**config.mk**
```make
export PLATFORM = sky130hd
export DESIGN_NAME = perf_monitor_ctrl
export DESIGN_NICKNAME = d
export VERILOG_FILES = /design/src/rtl/perf_monitor_ctrl.sv
export SDC_FILE = /design/constraint.sdc
export NUM_CORES = 1
export LEC_CHECK = 0
export CAP_MARGIN = 20
export CORE_AREA = 2 2 186 151
export CTS_CLUSTER_DIAMETER = 120
export DETAILED_ROUTE_END_ITERATION = 10
export DIE_AREA = 0 0 188 153
export SYNTH_ARGS = -nofsm -noshare
export SYNTH_HDL_FRONTEND = slang
export SYNTH_SLANG_ARGS = --single-unit
```
**constraint.sdc**
```tcl
create_clock -name clkFPGA -period 5 [get_ports clkFPGA]
set_input_delay 0.75 -clock clkFPGA [delete_from_list [all_inputs] [get_ports clkFPGA]]
set_output_delay 0.75 -clock clkFPGA [all_outputs]
set_load 0.005 [all_outputs]
```
**src/rtl/perf_monitor_ctrl.sv**
```systemverilog
// Performance monitor: counts datapath events over a start/finish window, then
// derives cycles-per-instruction with a bit-serial restoring divider.
module perf_monitor_ctrl #(
    parameter int CNT_W = 19
) (
    input  logic             clkFPGA,
    input  logic             rst,
    input  logic             start,
    input  logic             clr,
    input  logic             finish,
    input  logic             retire,
    input  logic             stall_ev,
    input  logic             alu_ev,
    input  logic             mem_ev,
    input  logic             rd_req,
    input  logic [1:0]       rd_sel,
    output logic             rd_ack,
    output logic [CNT_W-1:0] rd_data,
    output logic [CNT_W-1:0] stall_count,
    output logic [CNT_W-1:0] alu_count,
    output logic [CNT_W-1:0] mem_count,
    output logic [CNT_W-1:0] cpi,
    output logic             busy,
    output logic             done
);

    localparam int DCW = $clog2(CNT_W + 1);

    typedef enum logic [1:0] {
        IDLE = 2'd0,
        RUN  = 2'd1,
        DIV  = 2'd2,
        DONE = 2'd3
    } state_t;

    function automatic logic [CNT_W-1:0] sat_inc(input logic [CNT_W-1:0] v, input logic en);
        if (en && (v != {CNT_W{1'b1}})) begin
            sat_inc = v + {{(CNT_W-1){1'b0}}, 1'b1};
        end else begin
            sat_inc = v;
        end
    endfunction

    state_t           state_q, state_d;
    logic [CNT_W-1:0] cyc_q, cyc_d, ret_q, ret_d;
    logic [CNT_W-1:0] stall_q, stall_d, alu_q, alu_d, mem_q, mem_d;
    logic [CNT_W-1:0] dvd_q, dvd_d, rem_q, rem_d, quo_q, quo_d;
    logic [DCW-1:0]   div_cnt_q, div_cnt_d;
    logic [CNT_W-1:0] cpi_q, cpi_d, rd_data_q, rd_data_d;
    logic             busy_q, busy_d, done_q, done_d, rd_ack_q;
    logic             clear_s, fits_s;
    logic [CNT_W:0]   trial_s, diff_s;

    // One restoring-division step; a zero divisor always "fits", giving an all-ones quotient.
    always_comb begin
        trial_s = {rem_q, dvd_q[CNT_W-1]};
        diff_s  = trial_s - {1'b0, ret_q};
        fits_s  = (trial_s >= {1'b0, ret_q});
    end

    // Clear on clr in any state, and on the start edge out of IDLE/DONE.
    always_comb begin
        clear_s = clr || (start && ((state_q == IDLE) || (state_q == DONE)));
    end

    // Next-state logic.
    always_comb begin
        state_d = state_q;
        case (state_q)
            IDLE, DONE: begin
                if (start) begin
                    state_d = RUN;
                end else if (clr) begin
                    state_d = IDLE;
                end else begin
                    state_d = state_q;
                end
            end
            RUN: begin
                if (clr) begin
                    state_d = RUN;
                end else if (finish) begin
                    state_d = DIV;
                end else begin
                    state_d = RUN;
                end
            end
            DIV: begin
                if (clr) begin
                    state_d = IDLE;
                end else if (div_cnt_q == DCW'(CNT_W - 1)) begin
                    state_d = DONE;
                end else begin
                    state_d = DIV;
                end
            end
            default: state_d = IDLE;
        endcase
    end

    // Counter and divider datapath.
    always_comb begin
        cyc_d     = cyc_q;
        ret_d     = ret_q;
        stall_d   = stall_q;
        alu_d     = alu_q;
        mem_d     = mem_q;
        dvd_d     = dvd_q;
        rem_d     = rem_q;
        quo_d     = quo_q;
        div_cnt_d = div_cnt_q;
        if (clear_s) begin
            cyc_d     = {CNT_W{1'b0}};
            ret_d     = {CNT_W{1'b0}};
            stall_d   = {CNT_W{1'b0}};
            alu_d     = {CNT_W{1'b0}};
            mem_d     = {CNT_W{1'b0}};
            dvd_d     = {CNT_W{1'b0}};
            rem_d     = {CNT_W{1'b0}};
            quo_d     = {CNT_W{1'b0}};
            div_cnt_d = {DCW{1'b0}};
        end else begin
            case (state_q)
                RUN: begin
                    cyc_d   = sat_inc(cyc_q, 1'b1);
                    ret_d   = sat_inc(ret_q, retire);
                    stall_d = sat_inc(stall_q, stall_ev);
                    alu_d   = sat_inc(alu_q, alu_ev);
                    mem_d   = sat_inc(mem_q, mem_ev);
                    // The finish cycle still counts, so the dividend is the updated cycle count.
                    if (finish) begin
                        dvd_d     = cyc_d;
                        div_cnt_d = {DCW{1'b0}};
                    end else begin
                        dvd_d = dvd_q;
                    end
                end
                DIV: begin
                    dvd_d     = {dvd_q[CNT_W-2:0], 1'b0};
                    rem_d     = fits_s ? diff_s[CNT_W-1:0] : trial_s[CNT_W-1:0];
                    quo_d     = {quo_q[CNT_W-2:0], fits_s};
                    div_cnt_d = div_cnt_q + DCW'(1);
                end
                default: begin
                    cyc_d = cyc_q;
                end
            endcase
        end
    end

    // Registered status, result and read-response values.
    always_comb begin
        busy_d = (state_d == RUN) || (state_d == DIV);
        done_d = (state_q == DONE) && (state_d == DONE);
        cpi_d  = done_d ? quo_q : {CNT_W{1'b0}};
        if (rd_req) begin
            case (rd_sel)
                2'd0:    rd_data_d = stall_q;
                2'd1:    rd_data_d = alu_q;
                2'd2:    rd_data_d = mem_q;
                default: rd_data_d = cpi_q;
            endcase
        end else begin
            rd_data_d = rd_data_q;
        end
    end

    // State and datapath registers.
    always_ff @(posedge clkFPGA or negedge rst) begin
        if (!rst) begin
            state_q   <= IDLE;
            cyc_q     <= {CNT_W{1'b0}};
            ret_q     <= {CNT_W{1'b0}};
            stall_q   <= {CNT_W{1'b0}};
            alu_q     <= {CNT_W{1'b0}};
            mem_q     <= {CNT_W{1'b0}};
            dvd_q     <= {CNT_W{1'b0}};
            rem_q     <= {CNT_W{1'b0}};
            quo_q     <= {CNT_W{1'b0}};
            div_cnt_q <= {DCW{1'b0}};
            cpi_q     <= {CNT_W{1'b0}};
            rd_data_q <= {CNT_W{1'b0}};
            rd_ack_q  <= 1'b0;
            busy_q    <= 1'b0;
            done_q    <= 1'b0;
        end else begin
            state_q   <= state_d;
            cyc_q     <= cyc_d;
            ret_q     <= ret_d;
            stall_q   <= stall_d;
            alu_q     <= alu_d;
            mem_q     <= mem_d;
            dvd_q     <= dvd_d;
            rem_q     <= rem_d;
            quo_q     <= quo_d;
            div_cnt_q <= div_cnt_d;
            cpi_q     <= cpi_d;
            rd_data_q <= rd_data_d;
            rd_ack_q  <= rd_req;
            busy_q    <= busy_d;
            done_q    <= done_d;
        end
    end

    assign stall_count = stall_q;
    assign alu_count   = alu_q;
    assign mem_count   = mem_q;
    assign cpi         = cpi_q;
    assign busy        = busy_q;
    assign done        = done_q;
    assign rd_ack      = rd_ack_q;
    assign rd_data     = rd_data_q;

endmodule

```
======== Word-level counts from Yosys, hierarchy flattened ========
Cells that the tools add are included.
Widths: inputs -> output; s select.
word-level totals
  bits in registers ....................... 200
  output and inout bits ................... 98
  word-level logic and storage cells ...... 97
  input bits .............................. 12
operators by class
  reduce and logical (&&, ||, !) cells .... 24
  multiplexer cells ....................... 35
  add/subtract/negate cells ............... 7
  magnitude comparators ................... 1
  eq/ne operators ......................... 15
operators by type and width
  operator               number
  $mux 19                23
  $add 19x1->19 const B  5
  $ne 19x19->1 const B   5
  $pmux 19 s3            1
  $pmux 19 s2            1
  $ge 20x19->1           1
  $sub 19x19->19         1
  $reduce_bool 2->1      6
  $eq 2x2->1 const B     5
  $mux 2                 5
  $mux 5                 2
  $pmux 5 s2             1
  $reduce_and 2->1       5
  $eq 2x1->1 const B     3
  $logic_and 1x1->1      6
  $pmux 2 s3             1
  $add 5x1->5 const B    1
  $eq 5x5->1 const B     1
  $logic_not 2->1        2
  $logic_or 1x1->1       3
  $ne 3x3->1 const B     1
  $reduce_bool 3->1      1
  $reduce_or 2->1        1
  $mux 1                 1

======== Depth between registers and ports, before layout ========
  word-level depth ........................ 7
  depth in mapped cells ................... 11
  depth with buffers taken out ............ 11

======== Worst setup path before layout ========
Ideal clock, no wire load.
  kind .................................... input-to-reg
  start ................................... in rd_sel[0]
  end ..................................... reg rd_data_q[11], in the netlist rd_data[11]
  setup slack ............................. 2,523 ps
  library setup time ...................... 125 ps
  arrival time ............................ 2,352 ps
  data required time ...................... 4,875 ps
  stages on the path ...................... 4
  path buffers ............................ 2
  cells stage by stage .................... clkbuf_1 > buf_2 > mux4_2 > mux2_2
between the ends
  cells in the longest elaborated chain, start to end .. 2
  elaborated cells between the ends (all ways) .. 4
  classes of those cells .................. 2 x eq/ne; 1 x mux; 1 x reduce/logical
ends and longest elaborated chain
  element                                   RTL line  text
  start: declaration                        16        input logic [1:0] rd_sel,
  $eq 2x2->1, or another cell as far along  157       case (rd_sel)
  $pmux 19 s3 *                             157
  end signal: assignment                    182       rd_data_q <= {CNT_W{1'b0}};
  end signal: assignment                    198       rd_data_q <= rd_data_d;
  end: declaration                          49        logic [CNT_W-1:0] cpi_q, cpi_d, rd_data_q, rd_data_d;
Every way passes the cells marked *; elsewhere a longest branch is shown, timed or not.
A chain may end at the register's enable or synchronous reset.

======== Worst setup path in the final report ========
  start ................................... reg dvd_q[18]
  end ..................................... reg rem_q[5]
between the ends
  cells in the longest elaborated chain, start to end .. 4
  elaborated cells between the ends (all ways) .. 5
  classes of those cells .................. 1 x add/sub; 1 x order compare; 3 x mux
ends and longest elaborated chain
  element                                         RTL line  text
  start: declaration                              47        logic [CNT_W-1:0] dvd_q, dvd_d, rem_q, rem_d, quo_q, quo_d;
  start signal: assignment                        177       dvd_q <= {CNT_W{1'b0}};
  start signal: assignment                        193       dvd_q <= dvd_d;
  $sub 19x19->19 or $ge 20x19->1 (tied branches)  57, 58
  $mux 19 *                                       140       rem_d = fits_s ? diff_s[CNT_W-1:0] : trial_s[CNT_W-1:0];
  $mux 19 *                                       123       case (state_q)
  $mux 19 *                                       112       if (clear_s) begin
  end signal: assignment                          178       rem_q <= {CNT_W{1'b0}};
  end signal: assignment                          194       rem_q <= rem_d;
  end: declaration                                47
Every way passes the cells marked *; elsewhere a longest branch is shown, timed or not. The select of a mux whose other input is x is not followed.

==> metrics.txt <==
Final Util 47.0%; largest stage delay on the critical path 0.82 ns; area grow syn2layout 19.5%; vias post-DR 8608; Synth cell types 57; CP top delay family compound AO/OA/AOI/OAI gates; critical path required time 5.31 ns; power density over the cells 363 mW/mm^2; final hold vios 0; global placement routability congestion 0.873; DR iter-0 viols 715; Slew Limit Fails 0; root buffer cell clkbuf_16; setup_tns 0 ns; initial antenna violation count 0; post-route cell area 0.0127 mm^2; RSZ-0062 raised after global routing false; Cell Chain, Critical Path inv_1 -> ha_1 -> inv_1 -> fa_1 -> nand3_1 -> a21oi_1 -> o31ai_1 -> a41o_1 -> nor2_1 -> a21oi_1 -> o21ai_0; global-route wire length before repair 44.9 mm; Worst setup EP type flip-flop; run status completed; vias in the first global route 8090; GRT Residual Overflow 0; Net Count, Synth 1122; count of port buffers added during placement 109; crit path time final 3.01 ns; Rel. slew slack 31.7%; mapped cell area 0.0106 mm^2; peak supply drop 0.324 mV; register area share after synthesis 47.2%; dpl hpwl 19.6 mm; CTS Sinks 200; worst path buffer plus inverter count 2; die height 153 um; Worst-path clk slew 0.08 ns; CTS tree yes; final setup fails 0; die area 0.0288 mm^2; synth warn 0; Bufs on Longest Clock Path 2; Initial Utilization 39.3%; Register-to-Register Path Depth 11; asr flop ratio synth 100%; remaining antenna violation count 0; worst-path fanout max 23; pin count of the biggest net entering global routing 117; Fmax 332 MHz; Tightest Hold Check Type primary input to async pin; Hold-fix buffers, CTS 0; Setup Skew 0.0138 ns; Post-synth EDFFs 0; Die W 188 um; num ports 110; total power 4600 uW; Area after DPL 0.0120 mm^2; Slew @ Worst Pin 1.02 ns; ys flop type dfrtp_1; iteration count of the initial detailed-routing pass 5; Non-Filler Instances 1538; Avg WL per Cell 18.0 um; Mapped Avg Cell Area 9.83 um^2; static leakage 0.00550 uW; Skew-Pair Late Insertion Delay 0.45 ns; Worst EP arrival 3.32 ns; number of antenna diodes 0; placed cells 1506; share of layout cells above drive strength 1 7.24%; Via density 5.60; H-tree depth 4; DRC errors left 0; Final period util 60.2%; register bit total from synthesis 200; Core Region 0.0270 mm^2; Resized Gates After CTS 0; max-cap viol count 0; post-CTS setup buffer count 0; CP startpoint kind flip-flop; synthesized netlist cell count 1079; worst r2r src dvd_q[18]; worst setup path category flip-flop to flip-flop; RR Endpoint rem_q[5]; Core Rows 54; TritonCTS buffer count 17; Routed WL 27.7 mm; NumNets Final 1204; Critical-path top delay cell a41o_1; GR Util All Layers 19.5%; FF-to-FF setup slack 1.99 ns
-- registers in the layout, indices dropped and copies added, names as in the netlist --
register	count
rd_data	19
cpi	19
cyc_q	19
busy	1
stall_count	19
ret_q	19
done	1
state_q	2
rd_ack	1
div_cnt_q	5
quo_q	19
alu_count	19
mem_count	19
rem_q	19
dvd_q	19
-- cell families after synthesis --
| group | Yosys count | synth area share, % |
|---|---|---|
| flip-flops | 200 | 47.2 |
| AO/OA/AOI/OAI | 189 | 11.6 |
| XOR/XNOR | 103 | 8.50 |
| multiplexers | 42 | 6.43 |
| adder cells (fa/ha/maj) | 31 | 3.73 |
| buffers and inverters | 86 | 3.37 |
| AND/OR/NAND/NOR | 428 | 19.2 |
-- layer usage --
metal | part of all wire, % | global-route usage, %
met1 | 49 | 29.7
met2 | 43 | 28.3
met3 | 5.8 | 3.65
met4 | 1.7 | 5.17
met5 | 0 | 0
-- where the power goes --
group / leakage (uW) / internal (uW) / switching (uW)
sequential: 0.00278 / 1690 / 75.4
combinational: 0.00241 / 433 / 903
clock: 0.000315 / 781 / 721
-- through the flow --
stage	hold slack (ns)	setup WS, ns
2_1_floorplan	0.444	2.52
3_3_place_gp	0.457	1.89
3_5_place_dp	0.470	1.80
4_1_cts	0.479	1.96
5_1_grt	0.511	1.64
6_report	0.435	1.99
-- cell usage in the layout (no fill, tap or decap), types with 3 or more instances in the layout --
cell type / count
dfrtp_1: 200
nor2_1: 123
clkdlybuf4s50_1: 108
nand2_1: 104
nand3_1: 67
xor2_1: 54
xnor2_1: 49
o21ai_0: 48
a21oi_1: 44
and3_1: 42
inv_1: 31
ha_1: 30
nand4_1: 27
nor3_1: 19
a22o_1: 19
mux4_2: 19
mux2_2: 19
clkbuf_16: 17
and2_1: 13
and4_1: 12
a32oi_1: 10
or3_1: 8
a22oi_1: 8
a31oi_1: 7
buf_4: 7
a21o_1: 6
o31ai_1: 6
o21ai_1: 6
o21a_1: 5
o211ai_1: 4
a41oi_1: 4
mux2i_1: 4
clkinv_8: 4
a221oi_1: 3
o21bai_1: 3
a21boi_0: 3
inv_8: 3
-- layout make-up --
type | instances | area, um^2
sequential | 200 | 5000
timing repair buffer | 118 | 1190
clock inverter | 15 | 223
fill | 2423 | 14300
multi-input combinational | 793 | 5260
clock buffer | 17 | 425
tap | 364 | 455
inverter | 31 | 116
-- worst max path at each step --
stage          startpoint      endpoint  cells after the start
6_report        dvd_q[18]      rem_q[5]                     11
5_1_grt         ret_q[15]      rem_q[5]                      9
4_1_cts         dvd_q[18]      rem_q[5]                     11
3_5_place_dp          clr  div_cnt_q[4]                      8
3_3_place_gp          clr  div_cnt_q[4]                      8
2_1_floorplan   rd_sel[0]   rd_data[11]                      4
-- Yosys cell counts (4+ instances only) --
cell      count  area, um^2
nand2_1     105         394
nand4_1      27         169
and4_1       12         105
o31ai_1       6        45.0
a21o_1        6        45.0
o21ai_0      48         240
buf_1         6        22.5
mux2_2       19         214
nor3_1       19        95.1
ha_1         30         375
a31oi_1       7        43.8
nor2_1      124         465
inv_1        31         116
o21a_1        5        37.5
nand3_1      67         335
a22o_1       19         166
and3_1       42         263
a41oi_1       4        35.0
o21ai_1       6        30.0
a22oi_1       8        60.1
clkbuf_1     38         143
o211ai_1      4        30.0
mux4_2       19         428
a32oi_1      10        87.6
buf_2         7        35.0
or3_1         8        50.1
and2_1       13        81.3
xor2_1       54         473
a21oi_1      44         220
dfrtp_1     200        5000
xnor2_1      49         429
mux2i_1       4        40.0
No activity file was read; power rests on OpenSTA's default activity.
==> RTL change 1, RTL diff (same flow settings) <==
The 4 states of `state_t` get a Gray code encoding in 2 bits.
--- a/src/rtl/perf_monitor_ctrl.sv
+++ b/src/rtl/perf_monitor_ctrl.sv
@@ -28,8 +28,8 @@
 
     typedef enum logic [1:0] {
-        IDLE = 2'd0,
-        RUN  = 2'd1,
-        DIV  = 2'd2,
-        DONE = 2'd3
+        IDLE = 2'b00,
+        RUN  = 2'b01,
+        DIV  = 2'b11,
+        DONE = 2'b10
     } state_t;
 
Function: no difference found for any inputs over 4 cycles, from zero or initial values and one cycle with rst low; so few cycles prove little.
==> RTL change 1 against the unedited design <==
- via count decreased by 3.1%
- cell count decreased by 1.8%
- wire length increased by 0.94%
- fmax decreased by 7.5%
- sequential cell count unchanged
- cell area decreased by 0.37%
- setup slack got worse by 0.24 ns
- area after synthesis decreased by 0.28%
- total power increased by 12%
- largest cell class unchanged
- die area unchanged
- clock power decreased by 7%
- first-iteration DRC count decreased by 20%
- combinational power increased by 49%
==> RTL change 1: results (changes against the unedited design) <==
stage,metric,value,unit,change
cells_and_area,fraction of layout cells with a size suffix above 1,9.50,%,was 7.24%
cells_and_area,Final nets,1173,,"was 1,204"
clocking,Worst-path clk slew,0.08,ns,about the same
grt,first-pass GRT wire length,45.1,mm,was 44.9 mm
cells_and_area,number of diodes,0,,unchanged
logic_synthesis,library cells used by synthesis,71,,was 57
routing,Residual DRC,0,,unchanged
timing,Max transition margin,29.4,%,was 31.7%
logic_synthesis,Post-synth top flop,dfrtp_1,,unchanged
clocking,Clock Path Buffers,2,,unchanged
clocking,CTS buffer count,17,,unchanged
place,hpwl dp,20.0,mm,was 19.6 mm
timing,Clock Skew,0.00847,ns,was 0.0138 ns
routing,DRT antenna net count,0,,unchanged
grt,vias in the first global route,7904,,"was 8,090"
clocking,CTS resizes,0,,unchanged
logic_synthesis,ys async rst share,100,%,unchanged
worst_setup_path,Worst Setup SP,ret_q[0],,was dvd_q[18]
clocking,CTS H-tree depth,4,,unchanged
worst_hold_path,Hold Path Class,in2async,,unchanged
run_status,outcome,finished clean,,unchanged
logic_synthesis,Commonest cells post-synth,"dfrtp_1, nor2_1, nand2_1",,unchanged
clocking,Post-CTS Repair Setup Buffers,0,,unchanged
routing,DRT Pass-1 Iters,6,,was 5
logic_synthesis,post-synthesis sequential area ratio,47.3,%,was 47.2%
pwr,worst vdd ir,293,µV,was 324 µV
worst_setup_path,critical path arrival,3.57,ns,was 3.32 ns
grt,initial antenna violation count,0,,unchanged
grt,largest net degree at the start of global routing,115,,was 117
place,GPL Wtd Cong,0.831,,was 0.873
routing,DR vias,8342,,"was 8,608"
pwr,Leakage,5.41,nW,was 5.50 nW
routing,DR iter-0 viols,574,,was 715
grt,Tot GR Track Use,19.8,%,was 19.5%
clocking,clk_lat worst skew,0.44,ns,
routing,final WL,27.9,mm,was 27.7 mm
logic_synthesis,Post-Syn Nets,1078,,"was 1,122"
logic_synthesis,largest cells by area after synthesis,"dfrtp_1, xor2_1, mux4_2",,"was dfrtp_1, xor2_1, nor2_1"
worst_setup_path,worst-path maximum fanout,22,,was 23
place,Port Buf Inserts,109,,unchanged
logic_synthesis,synth warn,0,,unchanged
clocking,Root Buffer,clkbuf_16,,unchanged
==> RTL change 1: cell types whose count changed after synthesis, sizes merged, moves of 7 or more <==
cell	unedited run	this run
and3	42	21
nand2	106	86
and2	14	32
nand3	67	51
clkbuf	38	25
o21ai	54	66
a31oi	7	17
a21oi	45	36
mux2i	4	13
xnor2	49	40
nand2b	1	8
==> RTL change 1: where the power goes <==
group	internal (W)	switching, W
logic	0.000823	0.00117
clock network	0.000709	0.000688
registers	0.00169	0.0000761
total	0.00322	0.00194
==> RTL change 1: worst paths after layout <==
check | endpoint | slack [ns] | cells after the start
worst min register to register | cpi[18] | 0.49 | 1
worst max-delay path | rem_q[18] | 1.75 | 10
worst max register to register | rem_q[18] | 1.75 | 10
worst min-delay path | alu_count[12] | 0.41 | 1
max in group asynchronous | done | 3.32 | 2
min in group clkFPGA | cpi[18] | 0.49 | 1
==> RTL change 1: kinds of logic (layout without fill, tap and decap cells) <==
logic type / after synthesis / count (layout) / share of synthesized area [%]
mux: 52 / 52 / 7.40
compound gates: 215 / 215 / 14.0
fa+ha+maj: 27 / 27 / 3.26
xor+xnor: 97 / 97 / 8.03
simple gates: 374 / 374 / 17.0
buf+inv: 74 / 182 / 2.98
flops: 200 / 200 / 47.3
==> RTL change 1: layout make-up <==
type | instances | area [µm²]
well taps | 364 | 455
flip-flops and latches | 200 | 5000
clock buffers | 17 | 425
fillers | 2490 | 14300
multi-input cells | 765 | 5270
clock inverters | 15 | 160
inverters | 29 | 109
repair buffers | 121 | 1210
==> RTL change 1: worst max-delay path, stage by stage (launching register included) <==
cell and delay [ns]:
dfrtp_1 0.42, ha_1 0.19, inv_1 0.05, fa_1 0.43, a211oi_2 0.31, o211ai_2 0.15
a21oi_2 0.18, o21ai_2 0.09, a41oi_4 0.78, nand2b_1 0.42, o21ai_1 0.12
==> RTL change 1: layer usage <==
metal,vias up,global-route usage (%),routed length (µm)
li1,3897,-,-
met1,4153,30.1,13700
met2,267,29.3,12200
met3,25,3.81,1720
met4,0,4.27,264
met5,-,0,0
==> RTL change 1: per-stage QoR <==
| step | cells | instance area (µm²) | setup slack (ns) |
|---|---|---|---|
| 6_report | 1511 | 12600 | 1.75 |
| 5_1_grt | 1511 | 12600 | 1.47 |
| 4_1_cts | 1509 | 12600 | 1.73 |
| 3_5_place_dp | 1477 | 12000 | 1.59 |
| 3_3_place_gp | 1477 | 12000 | 1.65 |
| 2_1_floorplan | 1039 | 10600 | 2.49 |
==> RTL change 2, RTL diff (config.mk and constraints unchanged) <==
Made on the original files. `CNT_W`: 19 -> 17.
--- a/src/rtl/perf_monitor_ctrl.sv
+++ b/src/rtl/perf_monitor_ctrl.sv
@@ -2,5 +2,5 @@
 // derives cycles-per-instruction with a bit-serial restoring divider.
 module perf_monitor_ctrl #(
-    parameter int CNT_W = 19
+    parameter int CNT_W = 17
 ) (
     input  logic             clkFPGA,
Ports: changed (5 resized); port bits go from 110 to 100. The function was not compared with the original's and may differ.
==> RTL change 2 against the unedited design <==
- cell count decreased by 6.4%
- fmax decreased by 3.2%
- wire length decreased by 7.4%
- sequential power decreased by 9%
- area after synthesis decreased by 8.1%
- sequential cell count decreased by 20
- cell area decreased by 8.0%
- count of clock-buffer cells in the layout increased by 1
- total power decreased by 7.6%
- clock power decreased by 9%
- setup slack got worse by 0.099 ns
- sequential share of layout area decreased by 0.88 points
- critical path type unchanged
- critical endpoint is now div_cnt_q[3]
- largest cell class unchanged
==> RTL change 2: results (changes against the unedited design) <==
stage,metric,value,unit,change
worst_setup_path,worst-path maximum fanout,19,,was 23
grt,largest net degree at the start of global routing,102,,was 117
place,GPL Wtd Cong,0.871,,was 0.873
worst_setup_path,Worst R2R Path Depth,9,,was 11
cells_and_area,fillers,2555,,"was 2,423"
logic_synthesis,syn_area_per_cell,9.89,µm²,was 9.83 µm²
place,Cell Count Post-Placement,1406,,"was 1,506"
routing,WL/cell,17.8,µm,was 18.0 µm
cells_and_area,fraction of layout cells with a size suffix above 1,8.92,%,was 7.24%
logic_synthesis,post-synthesis sequential area ratio,46.2,%,was 47.2%
place,Port Buf Inserts,99,,was 109
grt,vias in the first global route,7485,,"was 8,090"
timing,Max transition margin,33.9,%,was 31.7%
worst_setup_path,crit path to,div_cnt_q[3],,was rem_q[5]
cells_and_area,Final nets,1108,,"was 1,204"
logic_synthesis,library cells used by synthesis,71,,was 57
routing,DR iter-0 viols,574,,was 715
worst_setup_path,critical path arrival,3.46,ns,was 3.32 ns
routing,final WL,25.6,mm,was 27.7 mm
place,hpwl dp,18.4,mm,was 19.6 mm
grt,Tot GR Track Use,18.5,%,was 19.5%
run_status,outcome,finished clean,,unchanged
pwr,Leakage,5.01,nW,was 5.50 nW
logic_synthesis,largest cells by area after synthesis,"dfrtp_1, ha_1, mux4_2",,"was dfrtp_1, xor2_1, nor2_1"
grt,first-pass GRT wire length,42.1,mm,was 44.9 mm
logic_synthesis,Commonest cells post-synth,"dfrtp_1, nand2_1, nor2_1",,"was dfrtp_1, nor2_1, nand2_1"
timing,Tmin final,3.11,ns,was 3.01 ns
[RTL change 2: cell count changes after synthesis, sizes merged, moves of 10 or more]
cell / before / now
a21oi: 45 / 58
nand3: 67 / 41
xor2: 54 / 42
dfrtp: 200 / 180
nor2: 124 / 97
xnor2: 49 / 39
o21ai: 54 / 44
[RTL change 2: report_power, final]
part / switching (W) / leakage (nW) / internal (W) / total [W]
combinational: 0.000861 / 2.22 / 0.000428 / 0.00129
clock: 0.000670 / 0.293 / 0.000689 / 0.00136
sequential: 0.0000734 / 2.50 / 0.00153 / 0.00160
total: 0.00160 / 5.01 / 0.00265 / 0.00425
[RTL change 2: metrics by stage]
step,cell area [µm²],total power (W)
floorplan,9750,0.00252
global placement,11000,0.00289
detailed placement,11000,0.00290
CTS,11600,0.00427
global route,11700,0.00451
finish,11700,0.00425
[RTL change 2: worst max-delay path, stage by stage (launching register included)]
cell,delay (ns)
dfrtp_1,0.42
inv_1,0.07
ha_1,0.62
inv_1,0.39
o21ai_0,0.61
nor2_1,0.27
buf_4,0.27
nor3_1,0.17
a21oi_1,0.05
o21ai_0,0.15
[RTL change 2: worst min-delay path by stage]
stage / start / end / slack, ns
after CTS: rst / rd_data[1] / 0.43
final: rst / rd_data[1] / 0.37
after global placement: dvd_q[2] / dvd_q[2] / 0.47
after floorplan: rst / alu_count[0] / 0.45
after global routing: rst / rd_data[1] / 0.43
after detailed placement: dvd_q[1] / dvd_q[1] / 0.47
[RTL change 2: final cells by class]
class	instances	area, µm²	area share (%)
well taps	364	455	3.90
inverters	33	124	1.06
multi-input cells	722	4900	42.0
clock buffers	18	439	3.76
clock inverters	14	161	1.38
repair buffers	109	1080	9.23
flip-flops and latches	180	4500	38.6
[RTL change 2: cell families (layout without fill, tap and decap cells)]
kind of cell,count (synthesis),after routing,synth area share (%)
simple gates,379,379,19.3
compound gates,193,193,13.2
flops,180,180,46.2
buf+inv,84,174,3.58
xor+xnor,81,81,7.28
mux,36,36,6.11
fa+ha+maj,33,33,4.31
[RTL change 2: metal layers]
metal	global-route usage (%)	wire, µm
met1	28.3	12900
met2	26.4	10800
met3	3.67	1530
met4	4.95	354
met5	0	0
